`src/rtl/mem_seq_pkg.sv`:
```
// Shared constants and the FSM state type for the memory access sequencer.
package mem_seq_pkg;

  localparam logic [1:0] PTR_X  = 2'd0;
  localparam logic [1:0] PTR_Y  = 2'd1;
  localparam logic [1:0] PTR_Z  = 2'd2;
  localparam logic [1:0] PTR_SP = 2'd3;

  localparam logic [1:0] MODE_PLAIN   = 2'd0;
  localparam logic [1:0] MODE_POSTINC = 2'd1;
  localparam logic [1:0] MODE_PREDEC  = 2'd2;
  localparam logic [1:0] MODE_ILLEGAL = 2'd3;

  typedef enum logic [2:0] {
    IDLE     = 3'd0,
    PRE_ADJ  = 3'd1,
    ACCESS   = 3'd2,
    POST_ADJ = 3'd3,
    DONE     = 3'd4
  } state_e;

  function automatic logic [3:0] ptr_onehot(input logic [1:0] idx);
    return 4'b0001 << idx;
  endfunction

endpackage

```
`src/rtl/mem_access_sequencer_if.sv`:
```
// Request, memory-port, pointer write-back and response signals of the sequencer.
interface mem_access_sequencer_if;
  // A request transfers on any clock edge where req_valid and req_ready are both 1;
  // the requester holds every req_* field stable while req_valid is 1 and ready is 0.
  logic        req_valid;
  logic        req_ready;
  logic [1:0]  req_ptr;
  logic [1:0]  req_mode;
  logic        req_write;
  logic        req_word;
  logic [15:0] req_wdata;
  logic [3:0]  sel_signals;
  logic [15:0] mem_addr;
  logic        mem_req;
  logic        mem_we;
  logic [7:0]  mem_wdata;
  logic [7:0]  mem_rdata;
  logic        mem_ack;
  logic [3:0]  ptr_wr_en;
  logic [15:0] ptr_wr_data;
  logic        resp_valid;
  logic        resp_err;
  logic [15:0] resp_rdata;

  modport master (
    output req_valid, req_ptr, req_mode, req_write, req_word, req_wdata,
    output mem_addr, mem_rdata, mem_ack,
    input  req_ready, sel_signals, mem_req, mem_we, mem_wdata,
    input  ptr_wr_en, ptr_wr_data, resp_valid, resp_err, resp_rdata
  );

  modport slave (
    input  req_valid, req_ptr, req_mode, req_write, req_word, req_wdata,
    input  mem_addr, mem_rdata, mem_ack,
    output req_ready, sel_signals, mem_req, mem_we, mem_wdata,
    output ptr_wr_en, ptr_wr_data, resp_valid, resp_err, resp_rdata
  );
endinterface

```
`src/rtl/mem_seq_ptr_adj.sv`:
```
// Pointer +/-1 adder; wraps modulo 2^16 with no carry or borrow flag.
module mem_seq_ptr_adj (
  input  logic [15:0] ptr_i,
  input  logic        dec_i,
  output logic [15:0] ptr_o
);
  assign ptr_o = dec_i ? (ptr_i - 16'd1) : (ptr_i + 16'd1);
endmodule

```
`src/rtl/mem_access_sequencer.sv`:
```
// Pointer-based load/store sequencer with plain, post-increment and pre-decrement modes.
// Define MEM_SEQ_WORD_EN to enable two-beat word accesses; otherwise req_word is ignored.
module mem_access_sequencer
  import mem_seq_pkg::*;
(
  input  logic                         clock,
  input  logic                         reset_n,
  mem_access_sequencer_if.slave        bus,
  output state_e                       dbg_state_o
);

  state_e      state_q, state_d;
  logic [1:0]  ptr_q, ptr_d;
  logic [1:0]  mode_q, mode_d;
  logic        write_q, write_d;
  logic        word_q, word_d;
  logic        err_q, err_d;
  logic        beat_q, beat_d;
  logic [15:0] wdata_q, wdata_d;
  logic [15:0] rdata_q, rdata_d;
  logic        rdy_q;

  logic        req_word_eff;
  logic        illegal;
  logic        last_beat;
  logic        hi_byte;
  logic [15:0] adj_ptr;

`ifdef MEM_SEQ_WORD_EN
  assign req_word_eff = bus.req_word;
`else
  logic unused_req_word;
  assign unused_req_word = bus.req_word;
  assign req_word_eff    = 1'b0;
`endif

  assign illegal = (bus.req_mode == MODE_ILLEGAL) ||
                   (req_word_eff && (bus.req_mode == MODE_PLAIN));

  // beat_q marks the second beat; pre-dec walks downward so its first beat is the high byte.
  assign last_beat = !word_q || beat_q;
  assign hi_byte   = word_q && ((mode_q == MODE_PREDEC) ? !beat_q : beat_q);

  mem_seq_ptr_adj u_ptr_adj (
    .ptr_i (bus.mem_addr),
    .dec_i (state_q == PRE_ADJ),
    .ptr_o (adj_ptr)
  );

  always_ff @(posedge clock or negedge reset_n) begin
    if (!reset_n) begin
      state_q <= IDLE;
      ptr_q   <= 2'd0;
      mode_q  <= 2'd0;
      write_q <= 1'b0;
      word_q  <= 1'b0;
      err_q   <= 1'b0;
      beat_q  <= 1'b0;
      wdata_q <= 16'h0000;
      rdata_q <= 16'h0000;
      rdy_q   <= 1'b0;
    end else begin
      state_q <= state_d;
      ptr_q   <= ptr_d;
      mode_q  <= mode_d;
      write_q <= write_d;
      word_q  <= word_d;
      err_q   <= err_d;
      beat_q  <= beat_d;
      wdata_q <= wdata_d;
      rdata_q <= rdata_d;
      rdy_q   <= 1'b1;
    end
  end

  always_comb begin
    state_d = state_q;
    ptr_d   = ptr_q;
    mode_d  = mode_q;
    write_d = write_q;
    word_d  = word_q;
    err_d   = err_q;
    beat_d  = beat_q;
    wdata_d = wdata_q;
    rdata_d = rdata_q;

    bus.req_ready   = 1'b0;
    bus.sel_signals = 4'b0000;
    bus.mem_req     = 1'b0;
    bus.mem_we      = 1'b0;
    bus.mem_wdata   = 8'h00;
    bus.ptr_wr_en   = 4'b0000;
    bus.ptr_wr_data = 16'h0000;
    bus.resp_valid  = 1'b0;
    bus.resp_err    = 1'b0;

    case (state_q)
      IDLE: begin
        // Held low for the first cycle out of reset.
        bus.req_ready = rdy_q;
        if (bus.req_valid && rdy_q) begin
          ptr_d   = bus.req_ptr;
          mode_d  = bus.req_mode;
          write_d = bus.req_write;
          word_d  = req_word_eff;
          wdata_d = bus.req_wdata;
          err_d   = illegal;
          beat_d  = 1'b0;
          rdata_d = 16'h0000;
          if (illegal)                         state_d = DONE;
          else if (bus.req_mode == MODE_PREDEC) state_d = PRE_ADJ;
          else                                 state_d = ACCESS;
        end
      end
      PRE_ADJ: begin
        bus.sel_signals = ptr_onehot(ptr_q);
        bus.ptr_wr_en   = ptr_onehot(ptr_q);
        bus.ptr_wr_data = adj_ptr;
        state_d         = ACCESS;
      end
      ACCESS: begin
        bus.sel_signals = ptr_onehot(ptr_q);
        bus.mem_req     = 1'b1;
        bus.mem_we      = write_q;
        if (write_q) bus.mem_wdata = hi_byte ? wdata_q[15:8] : wdata_q[7:0];
        if (bus.mem_ack) begin
          if (!write_q) begin
            if (hi_byte) rdata_d[15:8] = bus.mem_rdata;
            else         rdata_d[7:0]  = bus.mem_rdata;
          end
          if (mode_q == MODE_POSTINC) begin
            state_d = POST_ADJ;
          end else if ((mode_q == MODE_PREDEC) && !last_beat) begin
            beat_d  = 1'b1;
            state_d = PRE_ADJ;
          end else begin
            state_d = DONE;
          end
        end
      end
      POST_ADJ: begin
        bus.sel_signals = ptr_onehot(ptr_q);
        bus.ptr_wr_en   = ptr_onehot(ptr_q);
        bus.ptr_wr_data = adj_ptr;
        if (!last_beat) begin
          beat_d  = 1'b1;
          state_d = ACCESS;
        end else begin
          state_d = DONE;
        end
      end
      DONE: begin
        bus.resp_valid = 1'b1;
        bus.resp_err   = err_q;
        state_d        = IDLE;
      end
      default: state_d = IDLE;
    endcase
  end

  assign bus.resp_rdata = rdata_q;
  assign dbg_state_o    = state_q;

endmodule

```
`src/flat_wrapper.sv`:
```
// flat-port wrapper written by rule: the top's interface ports become plain ports
module mem_access_sequencer_flat import mem_seq_pkg::*;
  (clock, reset_n, dbg_state_o, bus_req_valid, bus_req_ptr, bus_req_mode, bus_req_write, bus_req_word, bus_req_wdata, bus_mem_addr, bus_mem_rdata, bus_mem_ack, bus_req_ready, bus_sel_signals, bus_mem_req, bus_mem_we, bus_mem_wdata, bus_ptr_wr_en, bus_ptr_wr_data, bus_resp_valid, bus_resp_err, bus_resp_rdata);
  mem_access_sequencer_if bus_i ();
  input  logic clock;
  input  logic reset_n;
  output state_e dbg_state_o;
  input wire logic [$bits(bus_i.req_valid)-1:0] bus_req_valid;
  input wire logic [$bits(bus_i.req_ptr)-1:0] bus_req_ptr;
  input wire logic [$bits(bus_i.req_mode)-1:0] bus_req_mode;
  input wire logic [$bits(bus_i.req_write)-1:0] bus_req_write;
  input wire logic [$bits(bus_i.req_word)-1:0] bus_req_word;
  input wire logic [$bits(bus_i.req_wdata)-1:0] bus_req_wdata;
  input wire logic [$bits(bus_i.mem_addr)-1:0] bus_mem_addr;
  input wire logic [$bits(bus_i.mem_rdata)-1:0] bus_mem_rdata;
  input wire logic [$bits(bus_i.mem_ack)-1:0] bus_mem_ack;
  output wire logic [$bits(bus_i.req_ready)-1:0] bus_req_ready;
  output wire logic [$bits(bus_i.sel_signals)-1:0] bus_sel_signals;
  output wire logic [$bits(bus_i.mem_req)-1:0] bus_mem_req;
  output wire logic [$bits(bus_i.mem_we)-1:0] bus_mem_we;
  output wire logic [$bits(bus_i.mem_wdata)-1:0] bus_mem_wdata;
  output wire logic [$bits(bus_i.ptr_wr_en)-1:0] bus_ptr_wr_en;
  output wire logic [$bits(bus_i.ptr_wr_data)-1:0] bus_ptr_wr_data;
  output wire logic [$bits(bus_i.resp_valid)-1:0] bus_resp_valid;
  output wire logic [$bits(bus_i.resp_err)-1:0] bus_resp_err;
  output wire logic [$bits(bus_i.resp_rdata)-1:0] bus_resp_rdata;
  assign bus_i.req_valid = bus_req_valid;
  assign bus_i.req_ptr = bus_req_ptr;
  assign bus_i.req_mode = bus_req_mode;
  assign bus_i.req_write = bus_req_write;
  assign bus_i.req_word = bus_req_word;
  assign bus_i.req_wdata = bus_req_wdata;
  assign bus_i.mem_addr = bus_mem_addr;
  assign bus_i.mem_rdata = bus_mem_rdata;
  assign bus_i.mem_ack = bus_mem_ack;
  assign bus_req_ready = bus_i.req_ready;
  assign bus_sel_signals = bus_i.sel_signals;
  assign bus_mem_req = bus_i.mem_req;
  assign bus_mem_we = bus_i.mem_we;
  assign bus_mem_wdata = bus_i.mem_wdata;
  assign bus_ptr_wr_en = bus_i.ptr_wr_en;
  assign bus_ptr_wr_data = bus_i.ptr_wr_data;
  assign bus_resp_valid = bus_i.resp_valid;
  assign bus_resp_err = bus_i.resp_err;
  assign bus_resp_rdata = bus_i.resp_rdata;
  mem_access_sequencer u_core (.clock(clock), .reset_n(reset_n), .bus(bus_i), .dbg_state_o(dbg_state_o));
endmodule
```
`config.mk`:
```
export PLATFORM = sky130hd
export DESIGN_NAME = mem_access_sequencer_flat
export DESIGN_NICKNAME = d
export VERILOG_FILES = /design/src/rtl/mem_seq_pkg.sv /design/src/rtl/mem_access_sequencer_if.sv /design/src/rtl/mem_seq_ptr_adj.sv /design/src/rtl/mem_access_sequencer.sv /design/src/flat_wrapper.sv
export SDC_FILE = /design/constraint.sdc
export NUM_CORES = 1
export LEC_CHECK = 0
export ABC_AREA = 1
export ABC_CLOCK_PERIOD_IN_PS = 2400
export CORE_UTILIZATION = 38
export DETAILED_ROUTE_END_ITERATION = 10
export PLACE_DENSITY = 0.83
export SETUP_SLACK_MARGIN = 0.3
export SLEW_MARGIN = 15
export SYNTH_ARGS = -nofsm -noshare
export SYNTH_HDL_FRONTEND = slang
export SYNTH_SLANG_ARGS = --single-unit
```
`constraint.sdc`:
```
create_clock -name clock -period 2.4 [get_ports clock]
set_input_delay 0.36 -clock clock [delete_from_list [all_inputs] [get_ports clock]]
set_output_delay 0.36 -clock clock [all_outputs]
set_load 0.02 [all_outputs]
```
==> implementation parameters <==
Parameter                              Value

STA
  Time the worst path needs with I/O delays and setup ... 2680 ps
  RSZ-0062 raised after global routing ... yes
  Final period utilization ... 112%
  Tightest hold margin ... between 400 and 500 ps
  Post-route clock skew ... between 10 and 15 ps
  Setup violators final ... 13
  Hold violation count in the final report ... 0
  Number of pins exceeding their max-slew limit in the final report ... 0
  Fmax achieved ... between 300 and 400 MHz
  Final Worst Setup Slack ... -282 ps

Pwr
  Static power due to leakage ... around 2.0 nW
  Power density over the cells ... 952 nW/um2
  Final Power ... 3.74 mW
  Worst voltage drop across the vdd grid ... ~0.68 mV

Layout
  Util after Layout ... 66.0%
  Fraction of layout instances using a drive strength above 1 ... a little under a third
  Area growth syn-to-layout ... 67.0%
  Number of inserted diodes ... 0
  Number of standard cells in the final layout excluding fillers ... 561
  Final-stage net count ... roughly 550

Route
  Number of nets with antenna violations after routing ... 0
  DR WL/cell ... about 12 um
  Via count normalized by instance count ... between 4 and 5
  Violation count after the first detailed-route iteration ... 70
  Total Wirelength ... approximately 6.7 mm
  # DRC ... 0
  Number of detailed-routing iterations run before antenna repair ... 4
  Detailed-route via count ... between 2000 and 3000

Critical path
  Data required, critical path ... a little over 2000 ps
  Reg2Reg Capture Point ... u_core.wdata_q[3]
  Crit Path Max Fanout ... 8
  Number of cells traversed by the worst register-to-register path ... 7
  Reg2Reg Launch Point ... u_core.dbg_state_o[1]
  Worst EP arrival ... between 2000 and 2500 ps
  Crit path launch type ... flip-flop
  Worst setup path category ... flip-flop to primary output
  Crit end category ... primary output
  Internal reg-to-reg setup slack ... between 700 and 800 ps

GRT
  First-pass GRT wire length ... approximately 11 mm
  Number of antenna violations at the first check in global routing ... 0
  Maximum number of pins on one net before global-route repair ... 27
  Overflow after GRT ... 0
  Combined global-route utilization of all metal layers ... between 20% and 30%
  Via count of the first global-routing pass ... 2618

Placed design
  Hpwl dp ... between 5 and 6 mm
  Final GP Congestion ... 0.867
  DP Cell Count ... 554
  Total of buffers placed on input and output ports ... 88

Synthesis
  Average size of a mapped cell ... 6.40 um2
  Flops & latches, synth ... 26
  Number of instances in the synthesized netlist ... ~370
  Dominant synthesized flop cell ... sky130_fd_sc_hd__dfrtp_1
  Number of distinct library cell variants in the gate-level netlist after synthesis ... 36
  Netlist area before placement ... about 2400 um2
  Post-synthesis async set-or-reset flop share ... 100%
  Share of the yosys chip area belonging to registers ... between 20% and 30%
  Count of warnings emitted by yosys ... 0
  EDFF count, synth ... 0

Floorplanning
  Die Wd ... just over 80 um
  Total core area ... between 5000 and 6000 um2
  IO Pins ... between 100 and 150
  Floorplan row count ... 28
  Initial standard-cell utilization of the core ... between 30% and 40%
  Die area ... ~6500 um2
  Height of the chip ... 80.7 um

CTS
  H-tree depth ... 1
  Post-cts hold buffer count ... 0
  Number of buffers on the longest clock path ... 2
  Clk slew on worst S/H paths ... approximately 100 ps
  Cell chosen for the clock root ... sky130_fd_sc_hd__clkbuf_8
  Number of buffers created by CTS ... 3
  Clock tree from TritonCTS ... done
  Number of sinks on the clock net ... 26
  Worst skew pair latency ... roughly 270 ps

Status
  Status ... finished with violations
  Violated checks ... negative setup slack

Worst hold path
  Path type of the worst min-delay path ... input pin to asynchronous set/reset pin

Job
  Number of max-capacitance violations reported ... 0
## layout make-up
type                       count  area (um2)
fill                         496        2020
clock buffer                   3        41.3
multi-input combinational    272        1740
sequential                    26         652
tap                           75        93.8
inverter                      64         248
clock inverter                 1        30.0
timing repair buffer         120        1120
## cell usage after synthesis (2+ instances only)
master                     instances  area [um2]
sky130_fd_sc_hd__a21oi_1          16        80.1
sky130_fd_sc_hd__buf_2             2        10.0
sky130_fd_sc_hd__buf_4             9        67.6
sky130_fd_sc_hd__conb_1            2        7.51
sky130_fd_sc_hd__dfrtp_1          26         651
sky130_fd_sc_hd__ha_1             14         175
sky130_fd_sc_hd__inv_1            58         218
sky130_fd_sc_hd__inv_2             5        18.8
sky130_fd_sc_hd__nand2_1         131         492
sky130_fd_sc_hd__nand2_2           2        12.5
sky130_fd_sc_hd__nand2_4           3        33.8
sky130_fd_sc_hd__nand3_1          10        50.1
sky130_fd_sc_hd__nand3b_1          2        15.0
sky130_fd_sc_hd__nand4_1           2        12.5
sky130_fd_sc_hd__nor2_1           35         131
sky130_fd_sc_hd__nor2_2            3        18.8
sky130_fd_sc_hd__nor3_1           13        65.1
sky130_fd_sc_hd__o21ai_0           9        45.0
sky130_fd_sc_hd__o21ai_2           8        70.1
sky130_fd_sc_hd__o22ai_1           2        12.5
## kinds of logic (layout without fill, tap and decap cells)
group	after synthesis	count (layout)	synth area share (%)
and+or+nand+nor	207	207	38.1
buffers and inverters	77	188	14.3
AOI/OAI and AO/OA	40	40	11.0
DFF	26	26	27.6
adders and majority gates	15	15	8.29
other	2	9	0.319
xor gates and xnor gates	1	1	0.372
## registers in the layout (all words and copies together), names as in the netlist
name	cells
u_core.err_q	1
u_core.mode_q	2
u_core.write_q	1
u_core.bus.resp_rdata	8
u_core.rdy_q	1
u_core.dbg_state_o	3
u_core.ptr_q	2
u_core.wdata_q	8
## through the flow
stage | worst slack (ps) | area [um2] | setup TNS (ps)
floorplan | -98.7 | 2530 | -754
global placement | -449 | 3650 | -5120
detailed placement | -484 | 3650 | -5360
CTS | -231 | 3870 | -2350
global route | -410 | 3930 | -4200
finish | -282 | 3930 | -2590
## cells in the final DEF (no fill, tap or decap), drive strengths merged, types with 2 or more instances in the layout
cell,n
nand3b,2
a21oi,17
nor3,14
nand3,11
o22ai,3
dfrtp,26
clkdlybuf4s15,3
ha,14
nand2,136
nand4,2
inv,63
conb,9
nor2,39
o21ai,17
clkdlybuf4s50,52
dlygate4sd2,14
buf,47
clkbuf,6
## routing by layer
metal | vias to the layer above | global-route usage, % | wire, um
li1 | 1353 | - | -
met2 | 101 | 40.4 | 3440
met3 | 16 | 4.20 | 438
met5 | - | 0 | 0
met1 | 1220 | 22.5 | 2640
met4 | 0 | 7.86 | 142
## what timing repair did
item | in CTS | in global routing
pin swaps | 20 | 13
endpoints found under the setup margin | 35 | 20
gates resized for setup | 135 | 29
buffers inserted | 1 | 2
## how the worst max path moves through the flow
stage                                     start             endpoint  slack (ps)  depth (start not counted)
final                     u_core.dbg_state_o[2]  bus_ptr_wr_data[12]        -280                         14
after global routing      u_core.dbg_state_o[2]  bus_ptr_wr_data[12]        -410                         14
after CTS                 u_core.dbg_state_o[2]  bus_ptr_wr_data[11]        -230                         15
after detailed placement        bus_mem_addr[0]   bus_ptr_wr_data[8]        -480                         13
after global placement          bus_mem_addr[0]  bus_ptr_wr_data[10]        -450                         11
after floorplan           u_core.dbg_state_o[2]  bus_ptr_wr_data[11]        -100                         13
## critical path, cell delays in order, from the launching register on
cell,delay [ps]
sky130_fd_sc_hd__dfrtp_2,430
sky130_fd_sc_hd__inv_4,60
sky130_fd_sc_hd__nand2_4,50
sky130_fd_sc_hd__nor2_4,170
sky130_fd_sc_hd__buf_12,170
sky130_fd_sc_hd__inv_6,40
sky130_fd_sc_hd__fa_2,330
sky130_fd_sc_hd__inv_2,90
sky130_fd_sc_hd__nand3_2,60
sky130_fd_sc_hd__nand3_2,70
sky130_fd_sc_hd__nand3b_1,100
sky130_fd_sc_hd__nand4_1,110
sky130_fd_sc_hd__nand2_1,80
sky130_fd_sc_hd__nor2_2,150
sky130_fd_sc_hd__buf_6,130
## power by group
part / internal, mW / total [mW] / switching, mW
logic: 1.09 / 2.58 / 1.49
clock network: 0.223 / 0.360 / 0.137
registers: 0.643 / 0.798 / 0.156
total: 1.96 / 3.74 / 1.78
Note: power is estimated with default switching activity, not from simulation.
